File: config.mk
export PLATFORM = sky130hd
export DESIGN_NAME = selmap_load_ctrl
export DESIGN_NICKNAME = d
export VERILOG_FILES = /design/src/rtl/selmap_load_ctrl.sv
export SDC_FILE = /design/constraint.sdc
export NUM_CORES = 1
export LEC_CHECK = 0
export ABC_CLOCK_PERIOD_IN_PS = 4100
export BUFFER_PORTS_ARGS = -buffer_cell sky130_fd_sc_hd__buf_2
export CORE_UTILIZATION = 40
export CTS_BUF_LIST = sky130_fd_sc_hd__clkbuf_4
export DETAILED_ROUTE_END_ITERATION = 7
export PLACE_DENSITY = 0.61
export SYNTH_ARGS = -nofsm -noshare
export SYNTH_HDL_FRONTEND = slang
export SYNTH_SLANG_ARGS = --single-unit
File: constraint.sdc
create_clock -name clk -period 4.1 [get_ports clk]
set_clock_uncertainty 0.05 [all_clocks]
set_input_delay 0.615 -clock clk [delete_from_list [all_inputs] [get_ports clk]]
set_output_delay 0.615 -clock clk [all_outputs]
set_load 0.05 [all_outputs]
File: src/rtl/selmap_load_ctrl.sv
// selmap_load_ctrl
//
// Sequences a complete SelectMAP configuration load. On an accepted start it
// pulses PROGRAM_B, waits for INIT_B, then pops one FIFO word per CCLK period
// and presents it on the SelectMAP bus. After the last word it keeps CCLK
// running until DONE rises. Runs entirely in the FIFO read-clock domain.
//
// Ports:
//   clk, rst            - clock (FIFO rd_clk), synchronous active-high reset
//   start, word_count   - load request and number of words to transfer
//   busy                - high whenever the controller is not idle
//   done, error         - one-cycle completion / failure pulses
//   error_code          - 0 zero length, 1 INIT timeout, 2 INIT_B low during
//                         load (CRC), 3 DONE timeout; held until next start
//   fifo_rd_en          - FIFO pop request
//   fifo_rd_data        - FIFO read data, valid with fifo_rd_data_valid
//   fifo_empty          - FIFO empty flag
//   fifo_rd_data_valid  - high the cycle after an accepted pop
//   selmap_program_b    - PROGRAM_B (active low)
//   selmap_init_b       - INIT_B from the device (synchronised)
//   selmap_done         - DONE from the device (synchronised)
//   selmap_cclk         - configuration clock, period CLK_DIV cycles
//   selmap_csi_b        - chip select (active low)
//   selmap_rdwr_b       - low while the controller owns the bus
//   selmap_data         - configuration data word

module selmap_load_ctrl #(
    parameter int DATA_WIDTH   = 32,
    parameter int CLK_DIV      = 20,
    parameter int CNT_WIDTH    = 32,
    parameter int PROG_CYCLES  = 64,
    parameter int INIT_TIMEOUT = 65535,
    parameter int DONE_TIMEOUT = 1024
) (
    input  logic                  clk,
    input  logic                  rst,
    input  logic                  start,
    input  logic [CNT_WIDTH-1:0]  word_count,
    output logic                  busy,
    output logic                  done,
    output logic                  error,
    output logic [1:0]            error_code,
    output logic                  fifo_rd_en,
    input  logic [DATA_WIDTH-1:0] fifo_rd_data,
    input  logic                  fifo_empty,
    input  logic                  fifo_rd_data_valid,
    output logic                  selmap_program_b,
    input  logic                  selmap_init_b,
    input  logic                  selmap_done,
    output logic                  selmap_cclk,
    output logic                  selmap_csi_b,
    output logic                  selmap_rdwr_b,
    output logic [DATA_WIDTH-1:0] selmap_data
);

    localparam int HALF   = CLK_DIV / 2;
    localparam int PH_W   = $clog2(CLK_DIV);
    localparam int WT_MAX = (PROG_CYCLES > INIT_TIMEOUT) ? PROG_CYCLES : INIT_TIMEOUT;
    localparam int WT_W   = $clog2(WT_MAX + 1);
    localparam int PER_W  = $clog2(DONE_TIMEOUT + 1);

    localparam logic [PH_W-1:0]  PH_LAST   = PH_W'(HALF - 1);
    localparam logic [WT_W-1:0]  PROG_LAST = WT_W'(PROG_CYCLES - 1);
    localparam logic [WT_W-1:0]  INIT_LAST = WT_W'(INIT_TIMEOUT - 1);
    localparam logic [PER_W-1:0] PER_LAST  = PER_W'(DONE_TIMEOUT - 1);

    typedef enum logic [2:0] {
        IDLE,
        PROG,
        WAIT_INIT,
        FETCH,
        LOAD,
        CLK_LO,
        CLK_HI,
        WAIT_DONE
    } state_t;

    state_t state, state_next;

    logic [PH_W-1:0]       phase_cnt, phase_next;
    logic [WT_W-1:0]       wait_cnt, wait_next;
    logic [PER_W-1:0]      per_cnt, per_next;
    logic [CNT_WIDTH-1:0]  word_cnt, word_next, word_dec;

    logic                  done_next;
    logic                  error_next;
    logic [1:0]            code_next;
    logic                  prog_b_next;
    logic                  cclk_next;
    logic                  csi_b_next;
    logic                  rdwr_b_next;
    logic [DATA_WIDTH-1:0] data_next;
    logic                  crc_abort;

    assign busy = (state != IDLE);

    // Pop is combinational so it can never be raised against a stale empty
    // flag; it is also suppressed when INIT_B signals a CRC abort this cycle.
    assign fifo_rd_en = (state == FETCH) && !fifo_empty && selmap_init_b;

    always_ff @(posedge clk) begin
        if (rst) begin
            state            <= IDLE;
            phase_cnt        <= '0;
            wait_cnt         <= '0;
            per_cnt          <= '0;
            word_cnt         <= '0;
            done             <= 1'b0;
            error            <= 1'b0;
            error_code       <= 2'd0;
            selmap_program_b <= 1'b1;
            selmap_cclk      <= 1'b0;
            selmap_csi_b     <= 1'b1;
            selmap_rdwr_b    <= 1'b1;
            selmap_data      <= '0;
        end else begin
            state            <= state_next;
            phase_cnt        <= phase_next;
            wait_cnt         <= wait_next;
            per_cnt          <= per_next;
            word_cnt         <= word_next;
            done             <= done_next;
            error            <= error_next;
            error_code       <= code_next;
            selmap_program_b <= prog_b_next;
            selmap_cclk      <= cclk_next;
            selmap_csi_b     <= csi_b_next;
            selmap_rdwr_b    <= rdwr_b_next;
            selmap_data      <= data_next;
        end
    end

    always_comb begin
        state_next  = state;
        phase_next  = phase_cnt;
        wait_next   = wait_cnt;
        per_next    = per_cnt;
        word_next   = word_cnt;
        done_next   = 1'b0;
        error_next  = 1'b0;
        code_next   = error_code;
        prog_b_next = selmap_program_b;
        cclk_next   = selmap_cclk;
        csi_b_next  = selmap_csi_b;
        rdwr_b_next = selmap_rdwr_b;
        data_next   = selmap_data;

        // Word counter saturates at zero rather than wrapping.
        word_dec = (word_cnt == '0) ? '0 : word_cnt - CNT_WIDTH'(1);

        crc_abort = (state inside {FETCH, LOAD, CLK_LO, CLK_HI, WAIT_DONE}) && !selmap_init_b;

        case (state)
            IDLE: begin
                if (start) begin
                    if (word_count == '0) begin
                        error_next = 1'b1;
                        code_next  = 2'd0;
                    end else begin
                        word_next   = word_count;
                        code_next   = 2'd0;
                        wait_next   = '0;
                        prog_b_next = 1'b0;
                        state_next  = PROG;
                    end
                end
            end

            PROG: begin
                if (wait_cnt == PROG_LAST) begin
                    prog_b_next = 1'b1;
                    wait_next   = '0;
                    state_next  = WAIT_INIT;
                end else begin
                    wait_next = wait_cnt + 1'b1;
                end
            end

            WAIT_INIT: begin
                if (selmap_init_b) begin
                    rdwr_b_next = 1'b0;
                    state_next  = FETCH;
                end else if (wait_cnt == INIT_LAST) begin
                    error_next = 1'b1;
                    code_next  = 2'd1;
                    state_next = IDLE;
                end else begin
                    wait_next = wait_cnt + 1'b1;
                end
            end

            FETCH: begin
                cclk_next = 1'b0;
                if (fifo_rd_en) begin
                    state_next = LOAD;
                end
            end

            LOAD: begin
                if (fifo_rd_data_valid) begin
                    data_next  = fifo_rd_data;
                    csi_b_next = 1'b0;
                    phase_next = '0;
                    state_next = CLK_LO;
                end
            end

            CLK_LO: begin
                if (phase_cnt == PH_LAST) begin
                    phase_next = '0;
                    cclk_next  = 1'b1;
                    state_next = CLK_HI;
                end else begin
                    phase_next = phase_cnt + 1'b1;
                end
            end

            CLK_HI: begin
                if (phase_cnt == PH_LAST) begin
                    phase_next = '0;
                    cclk_next  = 1'b0;
                    word_next  = word_dec;
                    if (word_dec == '0) begin
                        csi_b_next = 1'b1;
                        per_next   = '0;
                        state_next = WAIT_DONE;
                    end else begin
                        state_next = FETCH;
                    end
                end else begin
                    phase_next = phase_cnt + 1'b1;
                end
            end

            WAIT_DONE: begin
                if (selmap_done) begin
                    done_next   = 1'b1;
                    rdwr_b_next = 1'b1;
                    cclk_next   = 1'b0;
                    state_next  = IDLE;
                end else if (phase_cnt == PH_LAST) begin
                    phase_next = '0;
                    cclk_next  = ~selmap_cclk;
                    // A full CCLK period ends on each falling edge.
                    if (selmap_cclk) begin
                        if (per_cnt == PER_LAST) begin
                            error_next  = 1'b1;
                            code_next   = 2'd3;
                            rdwr_b_next = 1'b1;
                            cclk_next   = 1'b0;
                            state_next  = IDLE;
                        end else begin
                            per_next = per_cnt + 1'b1;
                        end
                    end
                end else begin
                    phase_next = phase_cnt + 1'b1;
                end
            end

            default: begin
                state_next = IDLE;
            end
        endcase

        // INIT_B falling while loading is the device's CRC error indication;
        // it overrides whatever the current state decided.
        if (crc_abort) begin
            done_next   = 1'b0;
            error_next  = 1'b1;
            code_next   = 2'd2;
            csi_b_next  = 1'b1;
            cclk_next   = 1'b0;
            rdwr_b_next = 1'b1;
            state_next  = IDLE;
        end
    end

endmodule

==> flow_summary.ini, run 1 <==
[run_status]
status = finished, final reports clean

[floorplan]
die-area_um2 = 15990
pin_count = 113
core_area_um2 = 15150
start_util_pct = 40.92
core.rowCount = 45
die_y_um = 126.5
die_x_um = 126.5

[synth]
async_flop_share_pct = 0
synth_most_common_cell = nand2_1
synth.top_cell.area_share_pct = 34.56
ys_types = 67
synth-compound-area-share_pct = 20.88
yosysWarnings = 0
ys_ff_latch = 107
synth_top_area_cell = dfxtp_1
synthesis.nets = 920
ys.flop_type = dfxtp_1
synth_top_family_by_area = simple AND/OR/NAND/NOR gates
seq_area_frac_synth_pct = 34.56
synthXorXnorAreaFrac_pct = 4.381
synth_area_um2 = 6197
synthTopCellsByArea = dfxtp_1 35%, nand2_1 8.1%, a21oi_1 6.1%, nor2_1 6.0%, nor3_1 3.1%
synthSimpleGateAreaFrac_pct = 32.75
synth_edf_count = 0
syn-instance-count = 843
yosys-top-cells-count = 133 x nand2_1, 107 x dfxtp_1, 99 x nor2_1, 75 x a21oi_1, 43 x clkbuf_1
synth-adder-area-share_pct = 1.211
syn_area_per_cell_um2 = 7.351
synth_mux_area_share_pct = 0.8076

[detailed_routing]
drt_iter0_markers = 482
routed_wl_um = 17650
post_drt_wl_per_cell_um = 15.65
via_per_inst = 5.685
dr_total_vias = 6413
ant_nets = 0
drt-pass1-iter-count = 5
drc = 0

[power]
p_leak_nw = 2.739
power_density_nw_per_um2 = 504.6
fin_total_pwr_mw = 3.571
ir_drop_v = 0.0003075

[clock_tree]
cts_made_buffers = 9
worstSkewPairLatency_ns = 0.52
h-tree-depth = 3
clk_pin_slew_ns = 0.21
clockBufferDepth = 2
ctsHoldBuffers = 0
post_cts_buffers = 0
cts-resized-gates = 0
root_buffer = clkbuf_4
clock_sinks = 107
cts_tree = built

[hold_path]
hp-class = primary input to flop
min_from = fifo_rd_data[13]
hold-path-endpoint = selmap_data[13]
hold_depth = 3

[global_route]
antenna_found_initial = 1
grt_max_degree = 47
track_usage_pct = 22.30
first_global_vias = 5682
grt_pass1_wl_um = 28760
grt-ovfl-total = 0

[setup_path]
rr_startpoint = word_cnt[0]
rr_endpoint = per_cnt[5]
rrSetupSlack_ns = 0.32
ff2ff_path_depth = 11
endpoint_kind = flop
critPathMaxFanout = 10
worstPathArrival_ns = 4.14
required_ns = 4.46
startpoint_type = flop
critPathLaunch = word_cnt[0]
path_class = flop to flop

[timing]
tightest_slew_ns = 0.9739
finalCriticalPeriod_ns = 3.782
hold_violations = 0
worst_slack_ns = 0.3184
period_share_pct = 92.23
slew_headroom_pct = 34.84
setup_viol = 0
fin_setup_tns_ns = 0
rsz0062_at_grt = no
finalMaxSlewViolations = 0
fmax_ghz = 0.2644

[placed_design]
numPortBuffers = 112
dp_hpwl_um = 12570
pre_cts_slack_ns = 0.4303
gp_congestion = 0.9323

[job]
cap_violations = 0

[final_layout]
final_layout_size_suffix_gt1_share_pct = 18.53
areaGrowthSynthToFinish_pct = 14.17
fin_nets = 1011
fill_cells = 1588
==> cell type report <==
| class | count | area (um^2) | share of cell area (%) |
|---|---|---|---|
| tap | 188 | 235.2 | 3.324 |
| clock inverter | 7 | 88.84 | 1.256 |
| inverter | 18 | 67.56 | 0.9549 |
| multi-input combinational | 661 | 3724 | 52.63 |
| sequential | 107 | 2142 | 30.27 |
| timing repair buffer | 137 | 748.2 | 10.57 |
| antenna | 1 | 2.502 | 0.03537 |
| clock buffer | 9 | 67.56 | 0.9549 |
==> worst max-delay path, cell delays in order, from the launching register on <==
cell and delay [ns]:
dfxtp_1 0.41, inv_1 0.10, ha_1 0.23, nor4b_1 0.41, nand4_1 0.47, nor3_1 0.47
xor2_1 0.15, or4b_2 0.64, o31ai_2 0.27, a41o_1 0.21, buf_4 0.22, a21oi_2 0.04
==> logic make-up (layout without fill, tap and decap cells) <==
group | Yosys count | count (layout)
AO/OA/AOI/OAI | 201 | 201
XOR/XNOR | 31 | 31
adder cells (fa/ha/maj) | 6 | 6
buffers and inverters | 75 | 171
flip-flops | 107 | 107
multiplexers | 5 | 5
other | 0 | 1
AND/OR/NAND/NOR | 418 | 418
==> where the power goes <==
| group | switching, mW | internal, mW |
|---|---|---|
| clock network | 0.432 | 0.155 |
| registers | 0.197 | 1.17 |
| logic | 1.03 | 0.593 |
==> layer usage <==
| layer | wire, um | track usage [%] | part of all wire, % | vias to the layer above |
|---|---|---|---|---|
| li1 | - | - | - | 3231 |
| met1 | 8405 | 30.92 | 48 | 2920 |
| met2 | 7772 | 34.55 | 44 | 234 |
| met3 | 1130 | 4.133 | 6.4 | 28 |
| met4 | 341 | 7.867 | 1.9 | 0 |
| met5 | 0 | 0 | 0 | - |
==> per-stage QoR <==
step	utilization [%]	area, um^2	cells	hold WS (ns)
floorplan	-	6197	843	0.4043
global placement	45.67	6917	1111	0.3899
detailed placement	45.67	6917	1111	0.3936
CTS	46.70	7073	1127	0.2132
global route	46.72	7076	1128	0.2017
finish	46.72	7076	1128	0.2565
==> layout by cell type (no fill, tap or decap), types with 4 or more instances in the layout <==
master / Yosys / routed
and2_1: 6 / 6
or3_1: 5 / 5
clkbuf_4: 0 / 9
nand4_1: 30 / 30
a21oi_1: 75 / 74
nor3_1: 38 / 38
xor2_1: 19 / 19
nand2b_1: 7 / 7
o21ai_0: 33 / 33
a211oi_1: 14 / 14
dfxtp_1: 107 / 107
xnor2_1: 12 / 12
inv_1: 18 / 18
a311oi_1: 5 / 5
nor2_1: 99 / 99
ha_1: 6 / 6
mux2i_1: 5 / 5
and3_1: 11 / 11
buf_2: 5 / 112
nor4_1: 26 / 26
nand3_1: 22 / 22
a22oi_1: 11 / 11
or4_1: 7 / 7
a31oi_1: 5 / 5
a21oi_2: 9 / 10
and4_1: 7 / 7
nor4b_1: 4 / 4
nand2_1: 133 / 133
buf_4: 1 / 25
a221oi_1: 5 / 5
nor2b_1: 5 / 5
a21o_1: 7 / 7
o31ai_1: 12 / 12
==> state kept, by name (all words and copies together), names as in the netlist <==
name              count
selmap_cclk           1
error_code            2
done                  1
selmap_rdwr_b         1
state                 3
selmap_csi_b          1
word_cnt             32
per_cnt              11
selmap_data          32
error                 1
phase_cnt             5
wait_cnt             16
selmap_program_b      1
==> how the worst max path moves through the flow <==
stage	to	cells past startpoint	slack (ns)
after global routing	per_cnt[8]	11	0.03
final	per_cnt[5]	11	0.32
after floorplan	per_cnt[3]	10	0.86
after detailed placement	per_cnt[3]	11	0.43
after CTS	per_cnt[5]	11	0.35
after global placement	per_cnt[3]	11	0.47
(Power assumes the default switching activity.)
==> inputs of run 2 (changes only) <==
--- a/config.mk
+++ b/config.mk
@@ -7,10 +7,13 @@
 export LEC_CHECK = 0
 export ABC_CLOCK_PERIOD_IN_PS = 4100
 export BUFFER_PORTS_ARGS = -buffer_cell sky130_fd_sc_hd__buf_2
+export CELL_PAD_IN_SITES_DETAIL_PLACEMENT = 0
+export CELL_PAD_IN_SITES_GLOBAL_PLACEMENT = 1
 export CORE_UTILIZATION = 40
 export CTS_BUF_LIST = sky130_fd_sc_hd__clkbuf_4
 export DETAILED_ROUTE_END_ITERATION = 7
-export PLACE_DENSITY = 0.61
+export PLACE_DENSITY = 0.79
+export SKIP_CTS_REPAIR_TIMING = 1
 export SYNTH_ARGS = -nofsm -noshare
 export SYNTH_HDL_FRONTEND = slang
 export SYNTH_SLANG_ARGS = --single-unit
==> run 2 against run 1 <==
Clock-buffer cell count did not move. Non-clock buffer count is 1 lower. Register-to-register slack got worse by 0.03 ns. Sequential share of layout area is the same. Final cell count did not move. Utilization unchanged.
==> flow_summary.ini, run 2 (synthesis gave the netlist of run 1 again) <==
[global_route]
grt_max_degree = 47
met3_usage_pct = 4.175
antenna_found_initial = 1
busiest_layer = met2
first_global_vias = 5704
grt_pass1_wl_um = 29760
grt_use_met1_pct = 31.79
track_usage_pct = 23.32
grt-ovfl-total = 0
met2_usage_pct = 37.21

[power]
power_density_nw_per_um2 = 503.2
fin_total_pwr_mw = 3.560
ir_drop_v = 0.0003081
p_leak_nw = 2.729

[timing]
tightest_slew_ns = 1.129
finalCriticalPeriod_ns = 3.815
fmax_ghz = 0.2621
hold_ws_ns = 0.2412
period_share_pct = 93.06
worst_slack_ns = 0.2847
fin_setup_tns_ns = 0
rsz0062_at_grt = no
setup_viol = 0
hold_violations = 0
finalMaxSlewViolations = 0
slew_headroom_pct = 24.74

[clock_tree]
cts_tree = built
cts_made_buffers = 9
clock_sinks = 107
clk_pin_slew_ns = 0.20
root_buffer = clkbuf_4
worstSkewPairLatency_ns = 0.52
clockBufferDepth = 2
h-tree-depth = 3

[final_layout]
stdcell_area_um2 = 7076
finalCoreUtilization_pct = 46.72
final_common_cell = nand2_1
multiInputGateArea_um2 = 3726
fill_cells = 1567
final_cell_mix = 133 x nand2_1, 112 x buf_2, 107 x dfxtp_1
layoutNonFillerInstCount = 1128
final_layout_size_suffix_gt1_share_pct = 18.55
areaGrowthSynthToFinish_pct = 14.17
largestRegisters = selmap_data (32), word_cnt (32), wait_cnt (16)
register_area_um2 = 2142
fin_nets = 1010

[setup_path]
critPathMaxFanout = 10
worstPathArrival_ns = 4.21
ff2ff_path_depth = 11
startpoint_type = flop
endpoint_kind = flop
required_ns = 4.49
path_class = flop to flop

[detailed_routing]
post_drt_wl_per_cell_um = 16.34
routed_wl_um = 18430
ant_nets = 0
drt-pass1-iter-count = 5
via_per_inst = 5.737
drt_iter0_markers = 621
dr_total_vias = 6471
drc = 0

[placed_design]
dp_cells = 1110
pre_cts_slack_ns = 0.3836
gp_congestion = 0.8544
dp_hpwl_um = 13410
placed_area_um2 = 6922
numPortBuffers = 112

[floorplan]
die_y_um = 126.5
core_area_um2 = 15150
pin_count = 113
core.rowCount = 45
die_x_um = 126.5
die-area_um2 = 15990
start_util_pct = 40.92

[run_status]
status = finished, final reports clean

[job]
cap_violations = 0

[hold_path]
hp-class = primary input to flop
hold_depth = 3
[run 2: critical path: stages, from the launching register on]
cell and delay, ns:
dfxtp_1 0.41, inv_1 0.10, ha_1 0.24, nor4b_1 0.45
nand4_1 0.49, nor3_1 0.49, xor2_1 0.15, or4b_2 0.63
o31ai_2 0.25, a41o_1 0.22, buf_4 0.23, nor2_2 0.06
[run 2: layout make-up]
class	count	area share, %
tap	188	3.324
multi-input combinational	661	52.66
antenna	2	0.07073
timing repair buffer	136	10.65
clock buffer	9	0.9549
inverter	18	0.9549
sequential	107	30.27
clock inverter	7	1.114
[run 2: path summary, 6_finish.rpt]
kind               startpoint  slack (ns)               to
max               word_cnt[0]        0.28       per_cnt[3]
min          fifo_rd_data[11]        0.24  selmap_data[11]
max reg2reg       word_cnt[0]        0.28       per_cnt[3]
min reg2reg   selmap_data[14]        0.41  selmap_data[14]
[run 2: per-layer routing]
| metal | share of wire (%) | wire, um |
|---|---|---|
| met4 | 1.9 | 352 |
| met1 | 47 | 8751 |
| met5 | 0 | 0 |
| met2 | 44 | 8110 |
| met3 | 6.6 | 1218 |
[run 2: power by group]
part	internal [mW]	switching [mW]	total, mW
logic	0.590	1.05	1.64
registers	1.17	0.192	1.36
clock network	0.145	0.417	0.562
total	1.90	1.66	3.56
